$ cat src/rtl/lc3b_pkg.sv
// Shared types and constants for the LC-3b fetch sequencer.
package lc3b_pkg;

    typedef enum logic [2:0] {
        IDLE       = 3'd0,
        FETCH_ADDR = 3'd1,
        FETCH_MEM  = 3'd2,
        FETCH_IR   = 3'd3,
        DECODE     = 3'd4,
        EXEC       = 3'd5,
        HALTED     = 3'd6,
        FAULT      = 3'd7
    } state_t;

    localparam logic [3:0] OP_RSV_A = 4'hA;
    localparam logic [3:0] OP_RSV_B = 4'hB;

    localparam logic [1:0] FLT_NONE    = 2'd0;
    localparam logic [1:0] FLT_MEM_TMO = 2'd1;
    localparam logic [1:0] FLT_RSV_OP  = 2'd2;

    function automatic logic is_reserved(input logic [3:0] op);
        return (op == OP_RSV_A) || (op == OP_RSV_B);
    endfunction

endpackage

$ cat src/rtl/lc3b_fetch_timer.sv
// Memory-wait timeout counter: counts FETCH_MEM cycles without mem_ready.
module lc3b_fetch_timer #(
    parameter int TMO_W       = 4,
    parameter int MEM_TIMEOUT = 15
) (
    input  logic             i_clk,
    input  logic             i_reset,
    input  logic             i_clr,
    input  logic             i_en,
    output logic [TMO_W-1:0] o_count,
    output logic             o_expire
);

    logic [TMO_W-1:0] r_count;

    always_ff @(posedge i_clk or posedge i_reset) begin
        if (i_reset) begin
            r_count <= '0;
        end else if (i_clr) begin
            r_count <= '0;
        end else if (i_en) begin
            r_count <= r_count + 1'b1;
        end
    end

    // Expires on the MEM_TIMEOUT-th consecutive waiting cycle.
    assign o_expire = i_en && (r_count == TMO_W'(MEM_TIMEOUT - 1));
    assign o_count  = r_count;

endmodule

$ cat src/rtl/lc3b_fetch_ctrl.sv
// LC-3b instruction-fetch sequencer: Moore FSM driving fetch load enables,
// opcode handoff to execute, run/halt, memory timeout and reserved-opcode faults.
module lc3b_fetch_ctrl
    import lc3b_pkg::*;
#(
    parameter int WORD_W      = 16,
    parameter int TMO_W       = 4,
    parameter int MEM_TIMEOUT = 15
) (
    input  logic              i_clk,
    input  logic              i_reset,
    input  logic              i_run,
    input  logic              i_halt_req,
    input  logic              i_mem_ready,
    input  logic [WORD_W-1:0] i_ir_value,
    input  logic              i_exec_done,
    output logic              o_ld_mar,
    output logic              o_ld_pc,
    output logic              o_mem_en,
    output logic              o_ld_mdr,
    output logic              o_ld_ir,
    output logic              o_op_valid,
    output logic [3:0]        o_opcode,
    output logic              o_busy,
    output logic              o_fault,
    output logic [1:0]        o_fault_code,
    output logic [15:0]       o_fetch_count,
    output logic [2:0]        o_dbg_state,
    output logic [TMO_W-1:0]  o_dbg_tmo_count
);

    state_t      r_state;
    state_t      w_next_state;
    logic [3:0]  r_opcode;
    logic [1:0]  r_fault_code;
    logic [1:0]  w_fault_code_nxt;
    logic [15:0] r_fetch_count;
    logic        w_cnt_inc;
    logic        w_opcode_ld;
    logic [3:0]  w_ir_op;
    logic        w_tmo_en;
    logic        w_tmo_clr;
    logic        w_tmo_expire;
    logic        w_unused_ir;

    assign w_ir_op     = i_ir_value[WORD_W-1 -: 4];
    assign w_unused_ir = ^i_ir_value[WORD_W-5:0];

    // Counter runs only while waiting; mem_ready or expiry clears it on the way out.
    assign w_tmo_en  = (r_state == FETCH_MEM) && !i_mem_ready;
    assign w_tmo_clr = !w_tmo_en || w_tmo_expire;

    lc3b_fetch_timer #(
        .TMO_W       (TMO_W),
        .MEM_TIMEOUT (MEM_TIMEOUT)
    ) u_timer (
        .i_clk    (i_clk),
        .i_reset  (i_reset),
        .i_clr    (w_tmo_clr),
        .i_en     (w_tmo_en),
        .o_count  (o_dbg_tmo_count),
        .o_expire (w_tmo_expire)
    );

    always_ff @(posedge i_clk or posedge i_reset) begin
        if (i_reset) begin
            r_state       <= IDLE;
            r_opcode      <= 4'h0;
            r_fault_code  <= FLT_NONE;
            r_fetch_count <= 16'h0000;
        end else begin
            r_state      <= w_next_state;
            r_fault_code <= w_fault_code_nxt;
            if (w_opcode_ld) begin
                r_opcode <= w_ir_op;
            end
            if (w_cnt_inc) begin
                r_fetch_count <= r_fetch_count + 16'd1;
            end
        end
    end

    always_comb begin
        w_next_state     = r_state;
        w_fault_code_nxt = r_fault_code;
        w_cnt_inc        = 1'b0;
        w_opcode_ld      = 1'b0;
        o_ld_mar         = 1'b0;
        o_ld_pc          = 1'b0;
        o_mem_en         = 1'b0;
        o_ld_mdr         = 1'b0;
        o_ld_ir          = 1'b0;
        o_op_valid       = 1'b0;
        o_opcode         = 4'h0;
        o_busy           = 1'b1;
        case (r_state)
            IDLE, HALTED: begin
                o_busy = 1'b0;
                if (i_run && !i_halt_req) begin
                    w_next_state = FETCH_ADDR;
                end
            end
            FETCH_ADDR: begin
                o_ld_mar     = 1'b1;
                o_ld_pc      = 1'b1;
                w_next_state = FETCH_MEM;
            end
            FETCH_MEM: begin
                // MDR loads every wait cycle; the mem_ready cycle's load is the one that sticks.
                o_mem_en = 1'b1;
                o_ld_mdr = 1'b1;
                if (i_mem_ready) begin
                    w_next_state = FETCH_IR;
                end else if (w_tmo_expire) begin
                    w_next_state     = FAULT;
                    w_fault_code_nxt = FLT_MEM_TMO;
                end
            end
            FETCH_IR: begin
                o_ld_ir      = 1'b1;
                w_next_state = DECODE;
            end
            DECODE: begin
                if (is_reserved(w_ir_op)) begin
                    w_next_state     = FAULT;
                    w_fault_code_nxt = FLT_RSV_OP;
                end else begin
                    w_next_state = EXEC;
                    w_cnt_inc    = 1'b1;
                    w_opcode_ld  = 1'b1;
                end
            end
            EXEC: begin
                o_op_valid = 1'b1;
                o_opcode   = r_opcode;
                if (i_exec_done) begin
                    w_next_state = i_halt_req ? HALTED : FETCH_ADDR;
                end
            end
            FAULT: begin
                o_busy = 1'b0;
            end
            default: begin
                o_busy       = 1'b0;
                w_next_state = IDLE;
            end
        endcase
    end

    assign o_fault       = (r_state == FAULT);
    assign o_fault_code  = r_fault_code;
    assign o_fetch_count = r_fetch_count;
    assign o_dbg_state   = r_state;

endmodule

$ cat config.mk
export PLATFORM = sky130hd
export DESIGN_NAME = lc3b_fetch_ctrl
export DESIGN_NICKNAME = d
export VERILOG_FILES = /design/src/rtl/lc3b_pkg.sv /design/src/rtl/lc3b_fetch_timer.sv /design/src/rtl/lc3b_fetch_ctrl.sv
export SDC_FILE = /design/constraint.sdc
export NUM_CORES = 1
export LEC_CHECK = 0
export ABC_AREA = 1
export ABC_CLOCK_PERIOD_IN_PS = 1800
export BUFFER_PORTS_ARGS = -buffer_cell sky130_fd_sc_hd__buf_2
export CAP_MARGIN = 40
export CORE_MARGIN = 3
export CORE_UTILIZATION = 51
export CTS_BUF_LIST = sky130_fd_sc_hd__clkbuf_8
export DETAILED_ROUTE_END_ITERATION = 8
export PLACE_DENSITY_LB_ADDON = 0.25
export SYNTH_ARGS = -nofsm -noshare
export SYNTH_HDL_FRONTEND = slang
export SYNTH_SLANG_ARGS = --single-unit
export TNS_END_PERCENT = 20
$ cat constraint.sdc
create_clock -name i_clk -period 1.8 [get_ports i_clk]
set_input_delay 0.27 -clock i_clk [delete_from_list [all_inputs] [get_ports i_clk]]
set_output_delay 0.27 -clock i_clk [all_outputs]
set_load 0.03 [all_outputs]
## Yosys cells after proc, flatten, opt, wreduce, memory -nomap -nowiden

Index checks and enable logic that the tools add are counted.

| storage, ports and cells | value |
|---|---|
| word-level logic and storage cells | 60 |
| input bits | 22 |
| output and inout port bits | 37 |
| register bits | 29 |

| operators by class | value |
|---|---|
| reductions and logical operators | 16 |
| muxes and demuxes | 21 |
| add/subtract/negate cells | 2 |
| eq/ne operators | 16 |

Operator list:

| cell | number |
|---|---|
| 3-bit case mux with 6 select lines | 1 |
| 16-bit by 1-bit adder with 16-bit output (second input constant) | 1 |
| 3-bit 2-to-1 mux | 5 |
| 3-bit == test (second input constant) | 4 |
| 4-bit == test (second input constant) | 3 |
| 4-bit 2-to-1 mux | 3 |
| 2-bit inequality test (second input constant) | 5 |
| 2-bit 2-to-1 mux | 4 |
| 4-bit AND reduction | 2 |
| 1-bit 2-to-1 mux | 7 |
| 3-bit by 2-bit == test with 1-bit output (second input constant) | 2 |
| 6-bit nonzero test | 1 |
| 4-bit by 1-bit adder with 4-bit output (second input constant) | 1 |
| 2-bit case mux with 2 select lines | 1 |
| 2-bit nonzero test | 2 |
| 3-bit by 1-bit == test with 1-bit output (second input constant) | 1 |
| 1-bit logical AND | 3 |
| 1-bit zero test | 3 |
| 3-bit zero test | 1 |
| 3-bit inequality test (second input constant) | 1 |
| 3-bit OR reduction | 1 |
| 1-bit logical OR | 2 |
| 2-bit OR reduction | 1 |

## Longest topological paths before layout

Gate-level depths: netlist of the first run.

| logic depth | value |
|---|---|
| depth in word-level cells | 6 |
| depth in mapped cells | 8 |
| depth with buffers taken out | 8 |

## By module

From an unflattened synthesis of the first run, not the netlist that was laid out.

| second synthesis, totals | value |
|---|---|
| cell total of the unflattened synthesis | 236 |
| area, all modules | 1737.9 um^2 |

By module, submodules not included:

| module | sequential area each (um^2) | cells an instance | area an instance (um^2) | instances |
|---|---|---|---|---|
| lc3b_fetch_ctrl | 625.6 | 209 | 1508.9 | 1 |
| lc3b_fetch_timer | 100.1 | 27 | 229.0 | 1 |

## Worst setup path before layout of the first run

OpenSTA, ideal clock, no wires.

| timing path | value |
|---|---|
| kind | register -> output |
| start | register r_state[0] (netlist: o_dbg_state[0]) |
| end | output o_ld_pc |
| cell stages (with the launch flop) | 4 |
| path buffers | 1 |
| arrival time | 1766 ps |
| data required time | 1530 ps |
| setup slack | -236 ps |
| path through | dfrtp_1 -> inv_2 -> nor3_1 -> buf_4 |

| between the ends | value |
|---|---|
| word-level cells in the longest chain between the ends | 2 |

Ends and longest elaborated chain:

| item | RTL line | source |
|---|---|---|
| start, declared | lc3b_fetch_ctrl.sv:32 | `state_t r_state;` |
| start signal, assigned | lc3b_fetch_ctrl.sv:72 | `r_state <= w_next_state;` |
| 3-bit by 1-bit == test with 1-bit output | - |  |
| 1-bit 2-to-1 mux | - |  |
| end, declared | lc3b_fetch_ctrl.sv:18 | `output logic o_ld_pc,` |

Every way passes these cells.

## Worst setup path in the final report of the first run

| timing path | value |
|---|---|
| start | register r_state[0] (netlist: o_dbg_state[0]) |
| end | output o_busy |

| between the ends | value |
|---|---|
| word-level cells in the longest chain between the ends | 3 |
| elaborated cells on any way between the ends | 5 |
| classes of those cells | eq/ne (2); mux (1); reduce/logical (2) |

Ends and longest elaborated chain:

| item | RTL line | source |
|---|---|---|
| 3-bit == test or 3-bit zero test (tied branches) | lc3b_fetch_ctrl.sv:96 | `case (r_state)` |
| 3-bit OR reduction (no source line) (*) | - |  |
| 1-bit 2-to-1 mux (*) | lc3b_fetch_ctrl.sv:96 |  |
| end, declared | lc3b_fetch_ctrl.sv:24 | `output logic o_busy,` |

Every way passes the cells marked *; elsewhere a longest branch is shown, timed or not.

==> results by group, run 1 <==
Setup path
  – Slowest stage cell, crit path: dfrtp_2
  – Crit start category: flip-flop
  – Worst Setup SP: o_dbg_state[0]$_DFFE_PP0P_
  – Reg-to-reg endpoint: o_fetch_count[14]$_DFFE_PP0P_
  – Worst Path Required: 1.53 ns
  – Worst r2r path cells: 8
  – Flop2flop setup slack: ~0.33 ns
  – Crit Path Max Fanout: 7
  – Crit path max-delay family: flip-flops
  – Crit-path max cell delay: between 0.4 and 0.5 ns
  – Crit path capture type: output pin
  – Worst R2R Start: o_fetch_count[0]$_DFFE_PP0P_
  – Worst Path Buf+Inv: 3
  – CP Class: flip-flop to output pin
  – Crit path cell chain: inv_2 -> nand2_1 -> a21oi_1 -> inv_1 -> buf_2
  – Arrival @ worst endpoint: about 1.5 ns

Synth
  – Sequential area share after synthesis: 0.445
  – Synthesized Nets: around 240
  – Post-Synth Simple-Gate Area: 0.354
  – Top cells by count, synth: nand2_1, dfrtp_1, nor2_1
  – Synth top area share: 0.445
  – Post-synth EDFFs: 0
  – Synth Flop Type: dfrtp_1
  – Cell taking the most area after synthesis: dfrtp_1
  – Synth Register Bits: 29
  – Mapped Area: around 1600 um2
  – Distinct cells, synth: 21
  – FFs w/ async S/R, synth: 1.00
  – Cells after synthesis: 214
  – Syn avg cell area: between 7 and 8 um2
  – Compound-Gate Fraction of Synth Area: 0.0460
  – Adder-cell share of the synthesized area: 0.0230
  – Number of synthesis warnings: 0
  – Post-synthesis mux area share: 0
  – Largest family of logic cells by synthesized area: simple AND/OR/NAND/NOR gates
  – Xor/xnor cell area share of the yosys netlist: 0.0537
  – Synth top area cells: dfrtp_1, nand2_1, nor2_1
  – Most frequent cell after synthesis: nand2_1

Clock network
  – Clock-pin slew on the worst setup and hold paths: approximately 0.06 ns
  – Clk_lat worst skew: approximately 0.28 ns
  – CTS Buf Count: 5
  – CTS tree: done
  – CTS Buffer Depth: 2
  – Clock sink count: 29
  – Htree depth: 2
  – Clk root buf: clkbuf_8

Drt
  – DR WL/cell: between 10 and 15 um
  – Residual DRC: 0
  – Wirelength, routed: between 3 and 4 mm
  – Via count: ~1.5k
  – Initial DRC Count: 86
  – Routed vias/inst: 4.80
  – Number of detailed-route iterations in the first pass: 4
  – Routed Antenna Nets: 0

Floorplanning
  – Core area: about 2900 um2
  – Die area: between 3000 and 4000 um2
  – Die height: between 60 and 70 um
  – Width of the die: roughly 63 um
  – Initial Utilization: 0.563
  – Row cnt: 19
  – I/O pins: 59

Pwr
  – Leak: around 1.1 nW
  – Reg power frac: 0.332
  – Internal Power: roughly 0.0016 W
  – PD cells: 1430 nW/um2
  – Net Switching: between 0.001 and 0.0015 W
  – Total power: slightly below 0.003 W
  – Peak supply drop: between 1000 and 1500 uV
  – Net Sw Frac: 0.462
  – Clock power share: 0.198
  – Logic pwr share: 0.469

GRT
  – First-pass GRT wire length: a little over 6 mm
  – Largest net degree at the start of global routing: 30
  – Vias in the first global route: between 1k and 1.5k
  – Remaining global-route overflow: 0
  – Tot GR Track Use: 0.195
  – Initial antenna violation count: 0

STA
  – Final Skew: approximately 0.0047 ns
  – Slew Limit Headroom: 0.757
  – Slew at the pin closest to its max-slew limit: ~0.36 ns
  – Final hold slack: 0.0443 ns
  – Final period util: 0.960
  – Hold Vio Cnt, Final: 0
  – Final setup violating endpoints: 0
  – Min cycle time layout: ~1.7 ns
  – Fmax: between 500 and 600 MHz
  – Count of pins over their slew limit: 0

Cells and area
  – Ant. Diodes: 0
  – Area grow syn2layout: 25.5%
  – Share of layout cells above drive strength 1: 0.293
  – Nets: approximately 300

Place
  – Post-DP HPWL: 2.58 mm
  – GP Congestion: about 0.89
  – # port buffers: 46

Outcome
  – Run status: finished clean

Flow run
  – Max cap viols: 0

Hold path
  – Hold WC Path Type: input port to asynchronous set/reset pin
[worst reg2reg max path, cell delays in order, from the launching register on]
cell     delay (ns)
dfrtp_1        0.43
ha_1           0.20
inv_1          0.07
nor2_1         0.22
nand3_1        0.13
nor2_2         0.13
nand3_1        0.08
nand2_1        0.06
nand2_1        0.04
[state kept, by name, summed over array words and instances (netlist names)]
register and count:
o_dbg_state 3, o_fault_code 2, o_fetch_count 16, r_opcode 4, u_timer.o_count 4
[layout make-up]
class,count,area [um2]
clock buffer,7,96.3
sequential,29,729
timing repair buffer,51,270
fill,261,853
multi-input combinational,154,788
tap,42,52.6
inverter,28,105
clock inverter,1,5.00
[kinds of logic after synthesis]
logic type,Yosys count
compound gates,15
xor+xnor,10
fa+ha+maj,3
buf+inv,31
flops,29
simple gates,126
[cells in the final DEF, fill, tap and decap left out, drive strengths merged]
master / count
nand3: 15
inv: 28
xnor2: 6
o21ai: 12
nor3: 2
ha: 3
clkbuf: 8
xor2: 4
nand2: 69
buf: 50
nor2: 33
a21oi: 3
clkinv: 1
nand3b: 2
nand4: 5
dfrtp: 29
[repair_timing]
action                                  in CTS  in global routing
gates resized for setup                      0                  5
endpoints found under the setup margin       0                  5
buffers inserted                             0                  3
hold buffers                                 0                  0
hold endpoints to repair                     0                  0
[routing by layer]
layer,wire (um),global-route usage,vias up
li1,-,-,779
met1,1440,0.222,670
met4,72,0.0909,0
met2,1720,0.336,42
met3,207,0.0558,8
met5,0,0,-
[worst max path at each step]
stage | end | cells after the start
after CTS | o_opcode[3] | 6
after detailed placement | o_opcode[2] | 6
final | o_busy | 5
after global placement | o_opcode[3] | 6
after floorplan | o_opcode[0] | 4
after global routing | o_opcode[3] | 6
[through the flow]
stage / cell area (um2) / util / cells / setup slack (ns) / setup TNS (ns)
after floorplan: 1640 / - / 214 / -0.179 / -0.714
after global placement: 1910 / 0.659 / 301 / 0.336 / 0
after detailed placement: 1910 / 0.659 / 301 / 0.325 / 0
after CTS: 2010 / 0.694 / 309 / 0.0158 / 0
after global routing: 2050 / 0.706 / 312 / -0.0124 / -0.0351
final: 2050 / 0.706 / 312 / 0.0714 / 0
[power by group through the flow]
stage                     Clock, W  Sequential [W]  Combinational [W]
after floorplan                  0         0.00116           0.000801
after global placement           0        0.000984            0.00127
after detailed placement         0        0.000991            0.00129
after CTS                 0.000595        0.000980            0.00130
after global routing      0.000631        0.000996            0.00151
final                     0.000580        0.000973            0.00137
No activity file was read; power rests on OpenSTA's default activity.
==> run 2: changes to the inputs <==
--- a/config.mk
+++ b/config.mk
@@ -13,7 +13,7 @@
 export CORE_UTILIZATION = 51
 export CTS_BUF_LIST = sky130_fd_sc_hd__clkbuf_8
 export DETAILED_ROUTE_END_ITERATION = 8
-export PLACE_DENSITY_LB_ADDON = 0.25
+export PLACE_DENSITY = 0.91
 export SYNTH_ARGS = -nofsm -noshare
 export SYNTH_HDL_FRONTEND = slang
 export SYNTH_SLANG_ARGS = --single-unit
==> results by group, run 2 (synthesis gave the netlist of run 1 again) <==
Pwr
  – Leak: approximately 1.1 nW
  – PD cells: 1400 nW/um2
  – Peak supply drop: about 1100 uV

Floorplanning
  – Die area: 3910 um2
  – Core area: slightly below 3000 um2
  – Die height: between 60 and 70 um
  – Initial Utilization: 0.563
  – I/O pins: 59
  – Row cnt: 19
  – Width of the die: between 60 and 70 um

GRT
  – First-pass GRT wire length: 5.87 mm
  – Initial antenna violation count: 0
  – Met3 track demand over resource: 0.0342
  – Vias in the first global route: 1358
  – Tot GR Track Use: 0.189
  – GR Util met2: 0.322
  – GRT busiest layer: met2
  – Largest net degree at the start of global routing: 30
  – Remaining global-route overflow: 0
  – Met1 Use GR: 0.225

Place
  – # port buffers: 46
  – GP Congestion: 0.860
  – Pre-CTS setup slack: about 0.3 ns
  – Post-DP HPWL: around 2.6 mm

Cells and area
  – Area grow syn2layout: 22.9%
  – Final Util: 0.691
  – Commonest non-fill, non-tap cell in the layout: nand2_1
  – Reg area: between 700 and 800 um2
  – Nets: approximately 290
  – Ant. Diodes: 0
  – Max FFs per register: 16
  – Highest-count cells in the layout ignoring fill and taps: nand2_1, buf_2, inv_1, nor2_1, dfrtp_1
  – FILL cells: 258
  – Share of layout cells above drive strength 1: 0.278
  – Area of the multi-input gates: around 780 um2

STA
  – Setup slack after layout: around 0.09 ns
  – Fmax: 584 MHz
  – Final setup violating endpoints: 0
  – Slew at the pin closest to its max-slew limit: around 0.35 ns
  – Count of pins over their slew limit: 0
  – Final Skew: between 0.002 and 0.003 ns
  – Slew Limit Headroom: 0.764
  – Min cycle time layout: about 1.7 ns
  – RSZ-0062 raised after global routing: no
  – Final period util: 0.951
  – Hold Vio Cnt, Final: 0

Clock network
  – CTS tree: done
  – Clock-pin slew on the worst setup and hold paths: roughly 0.06 ns
  – Clk root buf: clkbuf_8
  – Clk_lat worst skew: approximately 0.28 ns
  – CTS Buf Count: 5
  – Clock sink count: 29
  – Htree depth: 2
  – CTS Buffer Depth: 2

Setup path
  – Crit Path Max Fanout: 8
  – Crit start category: flip-flop
  – Worst r2r path cells: 6
  – Worst Setup SP: o_dbg_state[2]$_DFFE_PP0P_
  – Flop2flop setup slack: roughly 0.35 ns
  – Worst R2R Start: o_dbg_state[0]$_DFFE_PP0P_
  – Critical Path End: o_opcode[0]
  – Arrival @ worst endpoint: 1.44 ns
  – Reg-to-reg endpoint: o_fetch_count[11]$_DFFE_PP0P_
  – Crit path capture type: output pin
  – CP Class: flip-flop to output pin
  – Worst Path Required: 1.53 ns

Drt
  – Via count: 1503
  – Routed Antenna Nets: 0
  – DR WL/cell: ~11 um
  – Initial DRC Count: 54
  – Wirelength, routed: 3.38 mm
  – Routed vias/inst: 4.88
  – Number of detailed-route iterations in the first pass: 4
  – Residual DRC: 0

Outcome
  – Run status: finished clean

Hold path
  – Hold WC Path Type: input port to asynchronous set/reset pin

Flow run
  – Max cap viols: 0
run 2: cell count changes in the layout (fill, tap and decap cells not counted):
cell and change:
clkinv_2 -1, nor2_4 -1, clkbuf_8 -1, inv_1 +1, buf_4 -3, nor2_2 +1
run 2: critical path, stage by stage, from the launching register on:
cell and delay, ns:
dfrtp_2 0.47, nand2_1 0.13, nor2_2 0.15, inv_1 0.10, nor2_1 0.10, buf_2 0.21
run 2: timing repair:
item                                    in CTS  in global routing
endpoints found under the setup margin       1                  4
cloned                                       0                  0
setup buffers                                0                  1
hold buffers                                 0                  0
gates resized for setup                      1                  3
run 2: worst min-delay path by stage:
stage                  from  slack, ns  depth (start not counted)                             end
finish              i_reset       0.04                          3    o_fetch_count[2]$_DFFE_PP0P_
global route        i_reset       0.08                          3    o_fetch_count[7]$_DFFE_PP0P_
CTS                 i_reset       0.05                          3    o_fetch_count[2]$_DFFE_PP0P_
detailed placement  i_reset       0.36                          3  u_timer.o_count[3]$_DFFE_PP0P_
global placement    i_reset       0.35                          3    o_fetch_count[0]$_DFFE_PP0P_
floorplan           i_reset       0.35                          1      o_dbg_state[0]$_DFFE_PP0P_
run 2: metrics by stage:
step / hold WS (ns) / cell area (um2) / instances / TNS [ns] / power, W
3_5_place_dp: 0.357 / 1900 / 300 / 0 / 0.00227
2_1_floorplan: 0.348 / 1640 / 214 / -0.714 / 0.00196
6_report: 0.0444 / 2000 / 308 / 0 / 0.00282
4_1_cts: 0.0538 / 1990 / 307 / 0 / 0.00281
5_1_grt: 0.0830 / 2000 / 308 / 0 / 0.00302
3_3_place_gp: 0.351 / 1900 / 300 / 0 / 0.00223
run 2: cell type report:
type | instances | area share
clock inverters | 1 | 0.00187
inverters | 28 | 0.0524
multi-input cells | 154 | 0.391
clock buffers | 6 | 0.0412
well taps | 42 | 0.0262
flip-flops and latches | 29 | 0.364
repair buffers | 48 | 0.124
run 2: power by group:
group / switching (W) / total (W) / internal [W]
clock: 0.000229 / 0.000525 / 0.000297
combinational: 0.000932 / 0.00132 / 0.000387
sequential: 0.000162 / 0.000972 / 0.000810
run 2: layer usage:
metal  share of wire  wire [um]  vias up
li1                -          -      775
met4           0.018         60        0
met3           0.071        241        9
met1            0.42       1410      668
met2            0.49       1660       51
met5               0          0        -
==> run 3: changes to the inputs <==
--- a/config.mk
+++ b/config.mk
@@ -7,13 +7,13 @@
 export LEC_CHECK = 0
 export ABC_AREA = 1
 export ABC_CLOCK_PERIOD_IN_PS = 1800
-export BUFFER_PORTS_ARGS = -buffer_cell sky130_fd_sc_hd__buf_2
 export CAP_MARGIN = 40
 export CORE_MARGIN = 3
-export CORE_UTILIZATION = 51
+export CORE_UTILIZATION = 65
 export CTS_BUF_LIST = sky130_fd_sc_hd__clkbuf_8
 export DETAILED_ROUTE_END_ITERATION = 8
-export PLACE_DENSITY = 0.91
+export DONT_BUFFER_PORTS = 1
+export PLACE_DENSITY = 0.9
 export SYNTH_ARGS = -nofsm -noshare
 export SYNTH_HDL_FRONTEND = slang
 export SYNTH_SLANG_ARGS = --single-unit
==> results by group, run 3 (synthesis gave the netlist of run 1 again) <==
STA
  – Slew at the pin closest to its max-slew limit: 0.432 ns
  – Final hold slack: 0.127 ns
  – Slew Limit Headroom: 0.712
  – Hold Vio Cnt, Final: 0
  – Min cycle time layout: between 1.5 and 2 ns
  – Count of pins over their slew limit: 0
  – Final setup violating endpoints: 0
  – Final period util: 0.971
  – Fmax: 572 MHz
  – Final Skew: between 0.002 and 0.003 ns

Pwr
  – Internal Power: around 0.0016 W
  – Net Switching: 0.00141 W
  – Peak supply drop: roughly 1700 uV
  – Logic pwr share: 0.484
  – Net Sw Frac: 0.467
  – Reg power frac: 0.317
  – PD cells: ~1500 nW/um2
  – Clock power share: 0.199
  – Leak: just under 1 nW

GRT
  – First-pass GRT wire length: around 6.7 mm
  – Vias in the first global route: roughly 1.6k
  – Initial antenna violation count: 0
  – Tot GR Track Use: 0.264
  – Largest net degree at the start of global routing: 30
  – Remaining global-route overflow: 0

Floorplanning
  – Width of the die: about 56 um
  – I/O pins: 59
  – Die area: around 3100 um2
  – Row cnt: 17
  – Die height: between 50 and 60 um
  – Core area: approximately 2300 um2
  – Initial Utilization: 0.710

Place
  – GP Congestion: 0.817
  – Post-DP Area: 1830 um2
  – # port buffers: 0
  – Post-DP HPWL: slightly below 3 mm

Cells and area
  – Highest-count cells in the layout ignoring fill and taps: nand2_1, dfrtp_1, buf_4, nor2_1, inv_1
  – Max FFs per register: 16
  – Commonest non-fill, non-tap cell in the layout: nand2_1
  – Area grow syn2layout: 20.4%
  – Final Util: 0.855
  – Ant. Diodes: 0
  – Design Area, Final: slightly below 2000 um2
  – FILL cells: between 100 and 150
  – Share of layout cells above drive strength 1: 0.215
  – Nets: between 200 and 300

Flow run
  – Max cap viols: 0

Clock network
  – Clock sink count: 29
  – Htree depth: 2
  – Clock-pin slew on the worst setup and hold paths: roughly 0.06 ns
  – CTS Buf Count: 5
  – Clk root buf: clkbuf_8
  – CTS tree: done
  – Clk_lat worst skew: roughly 0.28 ns
  – CTS Buffer Depth: 2

Setup path
  – CP Class: flip-flop to output pin
  – Crit Path Max Fanout: 6
  – Crit path capture type: output pin
  – Crit path cell chain: inv_2 -> nand2_1 -> nor2_2 -> inv_1 -> nor2_1 -> buf_4
  – Crit path max-delay family: flip-flops
  – Slowest stage cell, crit path: dfrtp_2
  – Worst Path Required: 1.53 ns
  – Arrival @ worst endpoint: 1.48 ns
  – Worst Path Buf+Inv: 3
  – Crit-path max cell delay: ~0.45 ns
  – Crit start category: flip-flop

Drt
  – DR WL/cell: around 15 um
  – Via count: 1547
  – Residual DRC: 0
  – Number of detailed-route iterations in the first pass: 4
  – Routed vias/inst: roughly 5.6
  – Routed Antenna Nets: 0
  – Initial DRC Count: 74
  – Wirelength, routed: around 4.1 mm

Outcome
  – Run status: finished clean

Hold path
  – Hold WC Path Type: input port to flip-flop
run 3: cell type report:
class / instances / area [um2] / share of cell area
inverters: 28 / 105 / 0.0535
repair buffers: 28 / 213 / 0.108
flip-flops and latches: 29 / 727 / 0.370
clock buffers: 7 / 96.3 / 0.0490
clock inverters: 1 / 5.00 / 0.00255
well taps: 28 / 35.0 / 0.0178
multi-input cells: 154 / 783 / 0.399
run 3: what timing repair did:
| action | 4_1_cts | 5_1_grt |
|---|---|---|
| endpoints found under the setup margin | 0 | 4 |
| hold buffers | 1 | 0 |
| buffers inserted | 0 | 3 |
| hold endpoints to repair | 29 | 0 |
| gates resized for setup | 0 | 1 |
run 3: worst paths after layout:
check	to	slack (ns)	startpoint	depth (start not counted)
max in group asynchronous	o_dbg_state[1]$_DFFE_PP0P_	1.01	i_reset	3
hold / removal	r_opcode[0]$_DFFE_PP0P_	0.13	i_ir_value[12]	2
hold reg to reg	r_opcode[1]$_DFFE_PP0P_	0.52	r_opcode[1]$_DFFE_PP0P_	2
setup / recovery	o_opcode[0]	0.05	o_dbg_state[1]$_DFFE_PP0P_	6
setup reg to reg	o_fault_code[0]$_DFFE_PP0P_	0.34	o_dbg_state[2]$_DFFE_PP0P_	8
min in group asynchronous	o_fetch_count[4]$_DFFE_PP0P_	0.49	i_reset	3
run 3: metrics by stage:
step / setup TNS (ns) / cells / setup WS, ns / power [W]
final: 0 / 275 / 0.0513 / 0.00301
after global routing: -0.0126 / 275 / -0.00812 / 0.00320
after CTS: 0 / 272 / 0.00902 / 0.00294
after detailed placement: 0 / 263 / 0.340 / 0.00233
after global placement: 0 / 263 / 0.384 / 0.00226
after floorplan: -0.714 / 214 / -0.179 / 0.00196
run 3: routing by layer:
| metal | up-vias | wire, um | track usage |
|---|---|---|---|
| met3 | 7 | 337 | 0.0951 |
| li1 | 724 | - | - |
| met5 | - | 0 | 0 |
| met2 | 73 | 2220 | 0.486 |
| met1 | 743 | 1450 | 0.273 |
| met4 | 0 | 53 | 0.0915 |
run 3: worst reg2reg max path: cells and delay by family, from the launching register on:
family	cells	cell delay, ns
AOI/OAI and AO/OA	1	0.10
and+or+nand+nor	6	0.65
buffers and inverters	1	0.13
DFF	1	0.46
run 3: power by group through the flow:
stage	Sequential, W	Clock (W)	Combinational, W
final	0.000953	0.000599	0.00146
after global routing	0.000973	0.000629	0.00159
after CTS	0.000956	0.000594	0.00139
after detailed placement	0.000966	0	0.00137
after global placement	0.000950	0	0.00131
after floorplan	0.00116	0	0.000801
